## config.mk

```make
export PLATFORM = sky130hd
export DESIGN_NAME = pc_unit
export DESIGN_NICKNAME = d
export VERILOG_FILES = /design/src/rtl/pc_pkg.sv /design/src/rtl/ras_stack.sv /design/src/rtl/pc_unit.sv
export SDC_FILE = /design/constraint.sdc
export NUM_CORES = 1
export LEC_CHECK = 0
export BUFFER_PORTS_ARGS = -buffer_cell sky130_fd_sc_hd__buf_2
export CORE_UTILIZATION = 54
export DETAILED_ROUTE_END_ITERATION = 6
export PLACE_DENSITY = 0.75
export SKIP_CTS_REPAIR_TIMING = 1
export SKIP_LAST_GASP = 1
export SYNTH_ARGS = -nofsm -noshare
export SYNTH_HDL_FRONTEND = slang
export SYNTH_SLANG_ARGS = --single-unit
```

## constraint.sdc

```tcl
create_clock -name clk -period 3.19 [get_ports clk]
set_input_delay 0.638 -clock clk [delete_from_list [all_inputs] [get_ports clk]]
set_output_delay 0.638 -clock clk [all_outputs]
set_load 0.01 [all_outputs]
```

## src/rtl/pc_pkg.sv

```systemverilog
// Shared definitions for the RiSC-16 program-counter unit.
//   - pc_sel encodings (sequential, branch, jump, return)
//   - sext32: sign-extends the low `width` bits of a value to 32 bits;
//     callers truncate the result to their own address width.
package pc_pkg;

    localparam logic [1:0] PC_SEL_SEQ = 2'b00;
    localparam logic [1:0] PC_SEL_BR  = 2'b01;
    localparam logic [1:0] PC_SEL_JMP = 2'b10;
    localparam logic [1:0] PC_SEL_RET = 2'b11;

    // width must be in 1..32. Bits at or above width are replaced with the
    // sign bit val[width-1].
    function automatic logic [31:0] sext32(input logic [31:0] val, input int unsigned width);
        logic [31:0] res;
        logic        sign;
        sign = val[5'(width - 1)];
        res  = val;
        for (int i = 0; i < 32; i++) begin
            if (i >= int'(width)) begin
                res[i] = sign;
            end
        end
        return res;
    endfunction

endpackage

```

## src/rtl/ras_stack.sv

```systemverilog
// Circular return-address stack (LIFO).
//   clk, rst_n : clock, asynchronous active-low reset
//   push       : write push_data at top+1 and advance top
//   pop        : retreat top (ignored when empty); push has priority
//   push_data  : return address to store
//   top_data   : entry currently at top
//   empty/full : count is zero / count is RAS_DEPTH
// Count saturates at RAS_DEPTH; pushing when full overwrites the oldest
// entry because the pointer simply wraps onto it.
module ras_stack
    import pc_pkg::*;
#(
    parameter int unsigned PC_WIDTH  = 16,
    parameter int unsigned RAS_DEPTH = 4
) (
    input  logic                clk,
    input  logic                rst_n,
    input  logic                push,
    input  logic                pop,
    input  logic [PC_WIDTH-1:0] push_data,
    output logic [PC_WIDTH-1:0] top_data,
    output logic                empty,
    output logic                full
);

    localparam int unsigned PtrW = (RAS_DEPTH > 1) ? $clog2(RAS_DEPTH) : 1;
    localparam int unsigned CntW = PtrW + 1;
    localparam logic [CntW-1:0] FullCnt = CntW'(RAS_DEPTH);

    logic [PC_WIDTH-1:0] entries [RAS_DEPTH];
    logic [PtrW-1:0]     top_q, top_d;
    logic [CntW-1:0]     cnt_q, cnt_d;
    logic                wr_en;

    always_comb begin
        top_d = top_q;
        cnt_d = cnt_q;
        wr_en = 1'b0;
        if (push) begin
            top_d = top_q + PtrW'(1);
            wr_en = 1'b1;
            if (cnt_q != FullCnt) begin
                cnt_d = cnt_q + CntW'(1);
            end
        end else if (pop && (cnt_q != '0)) begin
            top_d = top_q - PtrW'(1);
            cnt_d = cnt_q - CntW'(1);
        end
    end

    always_ff @(posedge clk or negedge rst_n) begin
        if (!rst_n) begin
            top_q <= '0;
            cnt_q <= '0;
        end else begin
            top_q <= top_d;
            cnt_q <= cnt_d;
        end
    end

    // Entry contents are don't-care after reset, so no reset on the array.
    always_ff @(posedge clk) begin
        if (wr_en) begin
            entries[top_d] <= push_data;
        end
    end

    assign top_data = entries[top_q];
    assign empty    = (cnt_q == '0);
    assign full     = (cnt_q == FullCnt);

endmodule

```

## src/rtl/pc_unit.sv

```systemverilog
// Program-counter unit for the RiSC-16 fetch stage.
//   clk, rst_n    : clock, asynchronous active-low reset
//   stall         : hold PC and RAS this cycle
//   pc_sel        : 00 seq, 01 branch, 10 jump, 11 return
//   imm           : signed branch offset
//   alu_out       : jump target
//   push_ra       : push PC+1 on a jump (call)
//   nxt_instr     : registered fetch address
//   ras_empty     : RAS holds no entries
//   ras_full      : RAS holds RAS_DEPTH entries
//   ras_underflow : one-cycle pulse after a return found the RAS empty
module pc_unit
    import pc_pkg::*;
#(
    parameter int unsigned          PC_WIDTH     = 16,
    parameter int unsigned          IMM_WIDTH    = 7,
    parameter int unsigned          RAS_DEPTH    = 4,
    parameter logic [PC_WIDTH-1:0]  RESET_VECTOR = '0
) (
    input  logic                 clk,
    input  logic                 rst_n,
    input  logic                 stall,
    input  logic [1:0]           pc_sel,
    input  logic [IMM_WIDTH-1:0] imm,
    input  logic [PC_WIDTH-1:0]  alu_out,
    input  logic                 push_ra,
    output logic [PC_WIDTH-1:0]  nxt_instr,
    output logic                 ras_empty,
    output logic                 ras_full,
    output logic                 ras_underflow
);

    logic [PC_WIDTH-1:0] pc_q, pc_d;
    logic                uf_q, uf_d;
    logic [PC_WIDTH-1:0] pc1;
    logic [PC_WIDTH-1:0] br_off;
    logic [31:0]         imm_ext;
    logic [PC_WIDTH-1:0] ras_top;
    logic                ras_push, ras_pop;

    assign pc1     = pc_q + PC_WIDTH'(1);
    assign imm_ext = sext32(32'(imm), IMM_WIDTH);
    assign br_off  = imm_ext[PC_WIDTH-1:0];

    always_comb begin
        pc_d     = pc_q;
        uf_d     = 1'b0;
        ras_push = 1'b0;
        ras_pop  = 1'b0;
        if (!stall) begin
            unique case (pc_sel)
                PC_SEL_SEQ: pc_d = pc1;
                PC_SEL_BR:  pc_d = pc1 + br_off;
                PC_SEL_JMP: begin
                    pc_d     = alu_out;
                    ras_push = push_ra;
                end
                PC_SEL_RET: begin
                    if (ras_empty) begin
                        pc_d = pc1;
                        uf_d = 1'b1;
                    end else begin
                        pc_d    = ras_top;
                        ras_pop = 1'b1;
                    end
                end
                default: pc_d = pc1;
            endcase
        end
    end

    always_ff @(posedge clk or negedge rst_n) begin
        if (!rst_n) begin
            pc_q <= RESET_VECTOR;
            uf_q <= 1'b0;
        end else begin
            pc_q <= pc_d;
            uf_q <= uf_d;
        end
    end

    ras_stack #(
        .PC_WIDTH  (PC_WIDTH),
        .RAS_DEPTH (RAS_DEPTH)
    ) u_ras (
        .clk       (clk),
        .rst_n     (rst_n),
        .push      (ras_push),
        .pop       (ras_pop),
        .push_data (pc1),
        .top_data  (ras_top),
        .empty     (ras_empty),
        .full      (ras_full)
    );

    assign nxt_instr     = pc_q;
    assign ras_underflow = uf_q;

endmodule

```

==> impl_metrics.toml <==
[timing]
hold_viol = 0
fin_worst_skew_ns = 0.0104
fin_crit_ns = 3.03
worstMarginPinSlew_ns = 0.828
fmax_mhz = 330
slew_viol_final = 0
finalCritPeriodShare_pct = 95.0
rsz0062_at_grt = "false"
setup_viol = 0
tns_ns = 0
max-slew-margin-rel_pct = 44.8

[synthesis]
yosysWarnings = 0
synth_edf_count = 64
synth_cells = 442
syn_nets = 493
synth.cell_area_um2 = 5040
yosysSeqAreaShare_pct = 49.1
synth.avg_cell_area_um2 = 11.4
synth_cell_types = 63
ys.flop_type = "edfxtp_1"
ys_seq_elements = 86
synthArstFlopShare_pct = 25.6

[status]
status = "finished clean"

[drt]
vias = 3877
antenna_left = 0
drtIter0Drc = 382
drc = 0
wire_per_inst_um = 20.3
dr.pass1.iters = 6
viasPerCell = 6.31
totalWireLength_mm = 12.5

[finish]
fin_util_pct = 64.1
drive_gt1_share_pct = 24.7
n_antenna_cell = 0
fin_nets = 552
n_fill_cell = 705
seq_area_um2 = 2470
areaGrowthSynthToFinish_pct = 13.2
multi_input_area_um2 = 2430
fin_area_um2 = 5700

[clock_network]
numCtsBuffers = 9
clk_pin_slew_ns = 0.09
clk_latency_ns = 0.35
cts_buffer_depth = 2
root_buffer = "clkbuf_8"
cts_tree = "built"
clkSinkCount = 86
cts.htree.levels = 3

[power]
powerDensity_nw_per_um2 = 849
p_int_w = 0.00290
ir_drop_uv = 475
leakagePower_nw = 2.22
power.total_w = 0.00484
clockPowerShare_pct = 16.0
p_sw_w = 0.00194
p_seq_share_pct = 36.3
power_frac_comb_pct = 47.6
switching_share_pct = 40.1

[worst_setup_path]
cp_data_arrival_time_ns = 3.26
path_class = "reg -> reg"
r2r_start = "nxt_instr[2]"
cp.required_ns = 3.42
crit_path_start_kind = "register"
endpoint_kind = "register"
cp_max_fo = 8
regToRegSetupSlack_ns = 0.16
reg2reg_depth = 10
r2r_end = "nxt_instr[8]"

[placement]
dp_hpwl_mm = 9.12
io_buffers = 47
routabilityCongestion = 0.918
dpl_cell_area_um2 = 5490

[floorplanning]
fp-row-count = 34
floorplan.initialDensity_pct = 56.7
io_pins = 48
dieArea_um2 = 9720
die_w_um = 98.6
core_area_um2 = 8890
die_y_um = 98.6

[job]
cap_violations = 0

[grt]
overflow = 0
grt_use_total_pct = 27.2
grt_max_degree = 30
grt_pass1_vias = 3723
antenna_found_initial = 0
grt_pass1_wl_mm = 19.9

[worst_hold_path]
worstHoldPathType = "in -> async"
==> worst max path at each step <==
stage,startpoint,endpoint,slack [ns],depth (start not counted)
after floorplan,pc_sel[1],u_ras.entries[1][0],0.09,8
final,nxt_instr[2],nxt_instr[8],0.16,10
after CTS,nxt_instr[2],nxt_instr[14],0.21,10
after global routing,nxt_instr[3],nxt_instr[15],0.006,10
after detailed placement,nxt_instr[2],nxt_instr[14],0.22,10
after global placement,imm[0],nxt_instr[14],0.30,9
==> cells in the mapped netlist (4+ instances only) <==
master / number / area (um^2)
edfxtp_1: 64 / 1920
nand2_1: 40 / 150
a21oi_1: 38 / 190
nor2_1: 33 / 124
dfrtp_1: 22 / 551
o21ai_0: 21 / 105
ha_1: 20 / 250
xnor2_1: 20 / 175
mux4_2: 16 / 360
clkbuf_1: 15 / 56.3
inv_1: 11 / 41.3
a21o_1: 10 / 75.1
xor2_1: 10 / 87.6
nand3_1: 9 / 45.0
a211oi_1: 8 / 60.1
a31oi_1: 8 / 50.1
o22ai_1: 8 / 50.1
nor3_1: 7 / 35.0
buf_2: 6 / 30.0
and3_1: 4 / 25.0
mux2i_1: 4 / 40.0
nand2b_1: 4 / 25.0
o211ai_1: 4 / 30.0
or2_2: 4 / 25.0
==> metrics by stage <==
step / setup slack, ns / hold WS (ns) / cells
after CTS: 0.209 / 0.280 / 614
after detailed placement: 0.216 / 0.530 / 598
after floorplan: 0.0864 / 0.342 / 442
after global routing: 0.00609 / 0.298 / 614
final: 0.158 / 0.271 / 614
after global placement: 0.301 / 0.507 / 598
==> critical path, stage by stage, from the launching register on <==
cell,delay [ns]
dfrtp_1,0.49
and4_2,0.31
nand2_1,0.11
xnor2_1,0.47
ha_1,0.39
or2_2,0.30
a21oi_1,0.14
a21oi_1,0.07
xor2_1,0.15
a2111oi_0,0.40
a21oi_1,0.08
==> power groups by stage <==
stage          logic (W)  registers, W  clock network [W]
2_1_floorplan    0.00166       0.00169                  0
3_3_place_gp     0.00222       0.00177                  0
3_5_place_dp     0.00227       0.00178                  0
4_1_cts          0.00229       0.00176           0.000785
5_1_grt          0.00253       0.00179           0.000821
6_report         0.00231       0.00176           0.000776
==> layout make-up <==
| type | instances | area share [%] |
|---|---|---|
| well taps | 108 | 2.37 |
| repair buffers | 71 | 7.28 |
| clock inverters | 7 | 1.40 |
| multi-input cells | 321 | 42.6 |
| clock buffers | 9 | 2.17 |
| inverters | 12 | 0.790 |
| flip-flops and latches | 86 | 43.4 |
==> cell usage in the layout, fill, tap and decap left out, types with 6 or more instances in the layout <==
master    Yosys  routed
a21o_1       10      10
clkbuf_8      0       9
edfxtp_1     64      64
ha_1         20      20
buf_4         1      24
nor3_1        7       6
a31oi_1       8       7
a21oi_1      38      38
nand3_1       9       9
a211oi_1      8       8
o21ai_0      21      21
mux4_2       16      16
buf_2         6      47
nor2_1       33      33
inv_1        11      11
dfrtp_1      22      22
nand2_1      40      40
o22ai_1       8       8
xnor2_1      20      20
xor2_1       10      10
==> metal layers <==
layer  global-route usage [%]  routed length, um  part of all wire (%)
met3                     4.61               1140                   9.1
met4                     8.61                195                   1.6
met2                     43.0               5800                    46
met5                        0                  0                     0
met1                     39.0               5350                    43
==> state kept, by name, indices dropped and copies added, names as in the netlist <==
register       flops
u_ras.top_q        2
u_ras.entries     64
nxt_instr         16
ras_underflow      1
u_ras.cnt_q        3
==> logic make-up (layout without fill, tap and decap cells) <==
logic type	after synthesis	in the layout	share of synthesized area, %
buf+inv	35	99	2.98
flops	86	86	49.1
compound gates	125	125	15.8
xor+xnor	31	31	5.54
mux	24	24	9.14
simple gates	119	119	11.6
fa+ha+maj	22	22	5.76
Power figures use the tool's default switching activity.
